===== config.mk =====
export PLATFORM = sky130hd
export DESIGN_NAME = mult_arbiter_flat
export DESIGN_NICKNAME = d
export VERILOG_FILES = /design/src/rtl/mult_arbiter_if.sv /design/src/rtl/mult_arbiter.sv /design/src/flat_wrapper.sv
export SDC_FILE = /design/constraint.sdc
export NUM_CORES = 1
export LEC_CHECK = 0
export ABC_CLOCK_PERIOD_IN_PS = 1900
export CORE_MARGIN = 2
export CORE_UTILIZATION = 36
export CTS_CLUSTER_SIZE = 24
export DETAILED_ROUTE_END_ITERATION = 6
export PLACE_DENSITY_LB_ADDON = 0.25
export SKIP_LAST_GASP = 1
export SLEW_MARGIN = 0
export SYNTH_ARGS = -nofsm -noshare
export SYNTH_HDL_FRONTEND = slang
export SYNTH_SLANG_ARGS = --single-unit

===== constraint.sdc =====
create_clock -name clk -period 1.9 [get_ports clk]
set_clock_uncertainty 0.15 [all_clocks]
set_input_delay 0.475 -clock clk [delete_from_list [all_inputs] [get_ports clk]]
set_output_delay 0.475 -clock clk [all_outputs]
set_load 0.005 [all_outputs]

===== src/rtl/mult_arbiter_if.sv =====
// mult_arbiter_if: client request/response bus plus the shared-multiplier port of mult_arbiter.
// slave is the arbiter's view; master is the environment's (clients and multiplier).
interface mult_arbiter_if #(parameter int NREQ = 4);
    logic [NREQ-1:0]   req;
    logic [8*NREQ-1:0] req_a;
    logic [8*NREQ-1:0] req_b;
    logic [NREQ-1:0]   grant;
    logic [NREQ-1:0]   done;
    logic [15:0]       resp_product;
    logic              err;
    logic              mult_start;
    logic [7:0]        mult_a;
    logic [7:0]        mult_b;
    logic              mult_rst;
    logic              mult_busy;
    logic [15:0]       mult_product;
    modport slave (
        input  req, req_a, req_b, mult_busy, mult_product,
        output grant, done, resp_product, err, mult_start, mult_a, mult_b, mult_rst
    );
    modport master (
        output req, req_a, req_b, mult_busy, mult_product,
        input  grant, done, resp_product, err, mult_start, mult_a, mult_b, mult_rst
    );
endinterface


===== src/rtl/mult_arbiter.sv =====
// mult_arbiter: round-robin sharing of one sequential 8x8 multiplier among NREQ requesters.
// Optional per-operation watchdog enabled by defining MULT_ARB_TIMEOUT_EN.
module mult_arbiter #(
    parameter int NREQ    = 4,
    parameter int TIMEOUT = 16
) (
    input  logic          clk,
    input  logic          reset,
    mult_arbiter_if.slave bus
);
    localparam int IW = (NREQ > 1) ? $clog2(NREQ) : 1;
    localparam logic [1:0] S_IDLE      = 2'd0;
    localparam logic [1:0] S_ISSUE     = 2'd1;
    localparam logic [1:0] S_WAIT_BUSY = 2'd2;
    localparam logic [1:0] S_WAIT_DONE = 2'd3;

    logic [1:0]      r_state;
    logic [IW-1:0]   r_ptr, r_idx;
    logic [NREQ-1:0] r_grant, r_done;
    logic [15:0]     r_prod;
    logic            r_start;
    logic [7:0]      r_a, r_b;
    logic [IW-1:0]   w_idx, w_j, w_next;

    // Scan downward so the candidate closest to r_ptr (cyclically) is assigned last and wins.
    always_comb begin
        w_idx = r_ptr;
        w_j   = r_ptr;
        for (int k = NREQ - 1; k >= 0; k--) begin
            w_j = IW'((int'(r_ptr) + k) % NREQ);
            w_idx = bus.req[w_j] ? w_j : w_idx;
        end
    end

    assign w_next = (r_idx == IW'(NREQ - 1)) ? '0 : r_idx + 1'b1;

`ifdef MULT_ARB_TIMEOUT_EN
    localparam int CW = $clog2(TIMEOUT + 1);
    logic [CW-1:0] r_cnt;
    logic          r_err, r_wd_rst;
`endif

    always_ff @(posedge clk or posedge reset) begin
        if (reset) begin
            r_state <= S_IDLE;
            r_ptr   <= '0;
            r_idx   <= '0;
            r_grant <= '0;
            r_done  <= '0;
            r_prod  <= '0;
            r_start <= 1'b0;
            r_a     <= '0;
            r_b     <= '0;
`ifdef MULT_ARB_TIMEOUT_EN
            r_cnt    <= '0;
            r_err    <= 1'b0;
            r_wd_rst <= 1'b0;
`endif
        end else begin
            r_done  <= '0;
            r_start <= 1'b0;
            case (r_state)
                S_IDLE: if (|bus.req) begin
                    r_idx   <= w_idx;
                    r_a     <= bus.req_a[8*w_idx +: 8];
                    r_b     <= bus.req_b[8*w_idx +: 8];
                    r_grant <= NREQ'(1) << w_idx;
                    r_start <= 1'b1;
                    r_state <= S_ISSUE;
                end
                S_ISSUE:     r_state <= S_WAIT_BUSY;
                S_WAIT_BUSY: if (bus.mult_busy) r_state <= S_WAIT_DONE;
                default: if (!bus.mult_busy) begin
                    r_prod  <= bus.mult_product;
                    r_done  <= NREQ'(1) << r_idx;
                    r_grant <= '0;
                    r_ptr   <= w_next;
                    r_state <= S_IDLE;
                end
            endcase
`ifdef MULT_ARB_TIMEOUT_EN
            r_err    <= 1'b0;
            r_wd_rst <= 1'b0;
            r_cnt    <= (r_state == S_IDLE) ? '0 : r_cnt + 1'b1;
            // Abort overrides a same-cycle normal completion.
            if ((r_state == S_WAIT_BUSY || r_state == S_WAIT_DONE) && r_cnt == CW'(TIMEOUT - 1)) begin
                r_wd_rst <= 1'b1;
                r_err    <= 1'b1;
                r_done   <= NREQ'(1) << r_idx;
                r_prod   <= '0;
                r_grant  <= '0;
                r_ptr    <= w_next;
                r_state  <= S_IDLE;
            end
`endif
        end
    end

    assign bus.grant        = r_grant;
    assign bus.done         = r_done;
    assign bus.resp_product = r_prod;
    assign bus.mult_start   = r_start;
    assign bus.mult_a       = r_a;
    assign bus.mult_b       = r_b;
`ifdef MULT_ARB_TIMEOUT_EN
    assign bus.err      = r_err;
    assign bus.mult_rst = reset | r_wd_rst;
`else
    assign bus.err      = 1'b0;
    assign bus.mult_rst = reset;
`endif
endmodule


===== src/flat_wrapper.sv =====
// flat-port wrapper written by rule: the top's interface ports become plain ports
module mult_arbiter_flat 
#(
    parameter int NREQ    = 4,
    parameter int TIMEOUT = 16
)
  (clk, reset, bus_req, bus_req_a, bus_req_b, bus_mult_busy, bus_mult_product, bus_grant, bus_done, bus_resp_product, bus_err, bus_mult_start, bus_mult_a, bus_mult_b, bus_mult_rst);
  mult_arbiter_if #(.NREQ(NREQ)) bus_i ();
  input  logic clk;
  input  logic reset;
  input wire logic [$bits(bus_i.req)-1:0] bus_req;
  input wire logic [$bits(bus_i.req_a)-1:0] bus_req_a;
  input wire logic [$bits(bus_i.req_b)-1:0] bus_req_b;
  input wire logic [$bits(bus_i.mult_busy)-1:0] bus_mult_busy;
  input wire logic [$bits(bus_i.mult_product)-1:0] bus_mult_product;
  output wire logic [$bits(bus_i.grant)-1:0] bus_grant;
  output wire logic [$bits(bus_i.done)-1:0] bus_done;
  output wire logic [$bits(bus_i.resp_product)-1:0] bus_resp_product;
  output wire logic [$bits(bus_i.err)-1:0] bus_err;
  output wire logic [$bits(bus_i.mult_start)-1:0] bus_mult_start;
  output wire logic [$bits(bus_i.mult_a)-1:0] bus_mult_a;
  output wire logic [$bits(bus_i.mult_b)-1:0] bus_mult_b;
  output wire logic [$bits(bus_i.mult_rst)-1:0] bus_mult_rst;
  assign bus_i.req = bus_req;
  assign bus_i.req_a = bus_req_a;
  assign bus_i.req_b = bus_req_b;
  assign bus_i.mult_busy = bus_mult_busy;
  assign bus_i.mult_product = bus_mult_product;
  assign bus_grant = bus_i.grant;
  assign bus_done = bus_i.done;
  assign bus_resp_product = bus_i.resp_product;
  assign bus_err = bus_i.err;
  assign bus_mult_start = bus_i.mult_start;
  assign bus_mult_a = bus_i.mult_a;
  assign bus_mult_b = bus_i.mult_b;
  assign bus_mult_rst = bus_i.mult_rst;
  mult_arbiter #(.NREQ(NREQ), .TIMEOUT(TIMEOUT)) u_core (.clk(clk), .reset(reset), .bus(bus_i));
endmodule

==> impl_results.md <==
- Status: finished with violations
- Failing checks: negative setup slack
- Die Wd: 88.6 µm
- GRT busiest layer: met2
- Total global-route track usage: 21.1%
- Max Slew Vio Count: 0
- Max Cap Viol: 0
- Boundary Pins: 130
- Synth warn: 0
- Antenna-violating nets left: 0
- Power per cell area: 1370 nW/µm²
- Die area: 7860 µm²
- Most common cell after layout, fill and taps aside: clkdlybuf4s50_1
- Fin crit share: 106%
- # rows: 30
- CTS HTree Levels: 2
- Max Freq: 496 MHz
- # nets final: 490
- Shortest period the worst path allows: 2.02 ns
- Root buf cell: clkbuf_8
- Post-synth cell types: 35
- CP max stage cell: dfrtp_2
- Area Growth Syn to Fin: 86.7%
- Crit end category: flop
- Post-route DRC: 0
- Pre-antenna DRT Iters: 4
- Hold WC Path Type: reg -> reg
- Vias: 2,512
- Critical path class: reg -> reg
- WP data required: 1.94 ns
- Post-Route WL: 7850 µm
- First-pass GRT wire length: 12,900 µm
- CTS Buffer Depth: 2
- Register area share after synthesis: 45.6%
- Critical Path Start Type: flop
- GR Overflow Total: 0
- Total Neg Setup Slack: -1.18 ns
- P_leak: 1.89 nW
- Number of buffers created by CTS: 5
- RSZ-0062 raised after global routing: yes
- Most frequent cells in the layout: clkdlybuf4s50_1, dfrtp_1, buf_4
- Post-synthesis cell count: 229
- DP Worst Slack: -0.948 ns
- Met2 Use GR: 36.3%
- Initial DRC count: 58
- GPL Wtd Cong: 0.830
- Initial Util: 37.5%
- Number of flops mapped to enable cells by yosys: 0
- Number of global-route vias before repair: 2,706
- DPL Wire Length: 5400 µm
- Critical Path, Cell by Cell: buf_6, o21a_4, or3_4, buf_8, a2111oi_4, a211oi_2
- Final WS setup: -0.115 ns
- CP Max Fanout: 8
- Core ar.: 6870 µm²
- Endpoints failing setup: 17
- Worst slew margin: 63.2%
- Syn_nets: 323
- Vias per inst: 5.10
- Post-Syn Area: 2580 µm²
- CP max stage delay: 0.46 ns
- Initial antenna violation count: 0
- Antenna fix cells: 0
- WL per Instance: 15.9 µm
- Worst-path clk slew: 0.09 ns
- WP data arrival: 2.05 ns
- Syn avg cell area: 11.3 µm²
- Clock latency on the worst-skew pair: 0.29 ns
- Global routing usage on met3: 5.69%
- Clk sinks: 47
- CP top delay family: compound AO/OA/AOI/OAI gates
- GR Util met1: 25.3%
- CP Buf/Inv Count: 2
- Peak VDD IR: 644 µV
- Layout cells sized above 1: 31.5%
- CTS tree: yes
- Die Span Y: 88.6 µm
- Largest net degree at the start of global routing: 48
- Commonest register cell after synthesis: dfrtp_1
- Worst-Margin Slew: 0.545 ns
- Post-synth ARST share: 100%
- Hold buffers post-CTS: 0
- Fin. Hold Viols: 0
- Port Buffers: 128
- Yosys reg bits: 47
==> metrics by stage <==
| step | power [mW] | instance area, µm² | instances | utilization [%] | hold slack (ns) |
|---|---|---|---|---|---|
| after floorplan | 3.64 | 2770 | 229 | - | 0.317 |
| after global placement | 5.29 | 4420 | 472 | 64.4 | 0.324 |
| after detailed placement | 5.39 | 4420 | 472 | 64.4 | 0.340 |
| after CTS | 6.58 | 4800 | 491 | 69.8 | 0.360 |
| after global routing | 7.04 | 4810 | 493 | 70.1 | 0.377 |
| final | 6.58 | 4810 | 493 | 70.1 | 0.356 |
==> state kept, by name, indices dropped and copies added, names as in the netlist <==
register,count
u_core.bus.done,4
u_core.bus.grant,4
u_core.bus.mult_a,8
u_core.bus.mult_b,8
u_core.bus.mult_start,1
u_core.bus.resp_product,16
u_core.r_idx,2
u_core.r_ptr,2
u_core.r_state,2
==> where the power goes <==
part | leakage [nW] | internal [mW] | switching [mW] | total (mW)
clock network | 0.0412 | 0.258 | 0.346 | 0.604
registers | 0.557 | 1.47 | 0.280 | 1.75
logic | 1.29 | 2.43 | 1.79 | 4.22
total | 1.89 | 4.16 | 2.41 | 6.58
==> area by class of cell <==
cell class,count,area (µm²)
Inverter,8,30.0
Clock buffer,6,72.6
Timing Repair Buffer,178,1800
Fill cell,514,2050
Tap cell,96,120
Sequential cell,47,1180
Multi-Input combinational cell,156,1600
Clock inverter,2,12.5
==> kinds of logic (layout without fill, tap and decap cells) <==
kind of cell / after synthesis / in the layout / share of synthesized area, %
and+or+nand+nor: 63 / 64 / 14.1
AOI/OAI and AO/OA: 50 / 50 / 17.5
DFF: 47 / 47 / 45.6
muxes: 34 / 34 / 14.1
buffers and inverters: 27 / 194 / 5.24
adders and majority gates: 7 / 7 / 3.40
other: 1 / 1 / 0.145
==> path summary, 6_finish.rpt <==
check,startpoint,endpoint,slack [ns],cells past startpoint
max,u_core.r_ptr[1],u_core.bus.mult_a[4],-0.12,6
min,u_core.bus.grant[0],u_core.bus.grant[0],0.36,1
max reg2reg,u_core.r_ptr[1],u_core.bus.mult_a[4],-0.12,6
min reg2reg,u_core.bus.grant[0],u_core.bus.grant[0],0.36,1
max in group asynchronous,reset,u_core.bus.mult_b[4],0.87,4
min in group asynchronous,reset,u_core.bus.resp_product[12],0.50,4
==> what timing repair did <==
item	CTS	global route
setup buffers	6	3
pin swaps	23	5
endpoints found under the setup margin	26	22
cloned	5	0
resized for setup	54	13
==> cell usage after synthesis (3+ instances only) <==
library cell | number | area share (%)
a2111oi_0 | 7 | 2.4
a2111oi_2 | 9 | 5.2
a211oi_1 | 17 | 4.9
a21oi_1 | 5 | 0.97
and2_1 | 5 | 1.2
buf_4 | 3 | 0.87
buf_6 | 3 | 1.3
clkbuf_1 | 13 | 1.9
dfrtp_1 | 47 | 46
ha_1 | 7 | 3.4
inv_1 | 7 | 1.0
mux2_2 | 18 | 7.9
mux2i_1 | 16 | 6.2
nand2_1 | 6 | 0.87
nand2b_1 | 3 | 0.73
nor2_1 | 22 | 3.2
nor2b_1 | 4 | 0.97
nor3_1 | 3 | 0.58
nor4b_1 | 16 | 5.4
o21ai_0 | 3 | 0.58
==> worst register-to-register path, stage by stage (launching register included) <==
cell,delay [ns]
dfrtp_2,0.46
buf_6,0.13
o21a_4,0.11
or3_4,0.46
buf_8,0.19
a2111oi_4,0.35
a211oi_2,0.05
==> routing by layer <==
layer	share of wire, %	vias to the layer above
met4	2.0	0
met5	0	-
li1	-	1188
met3	6.8	16
met1	40	1194
met2	51	114
No activity file was read; power rests on OpenSTA's default activity.
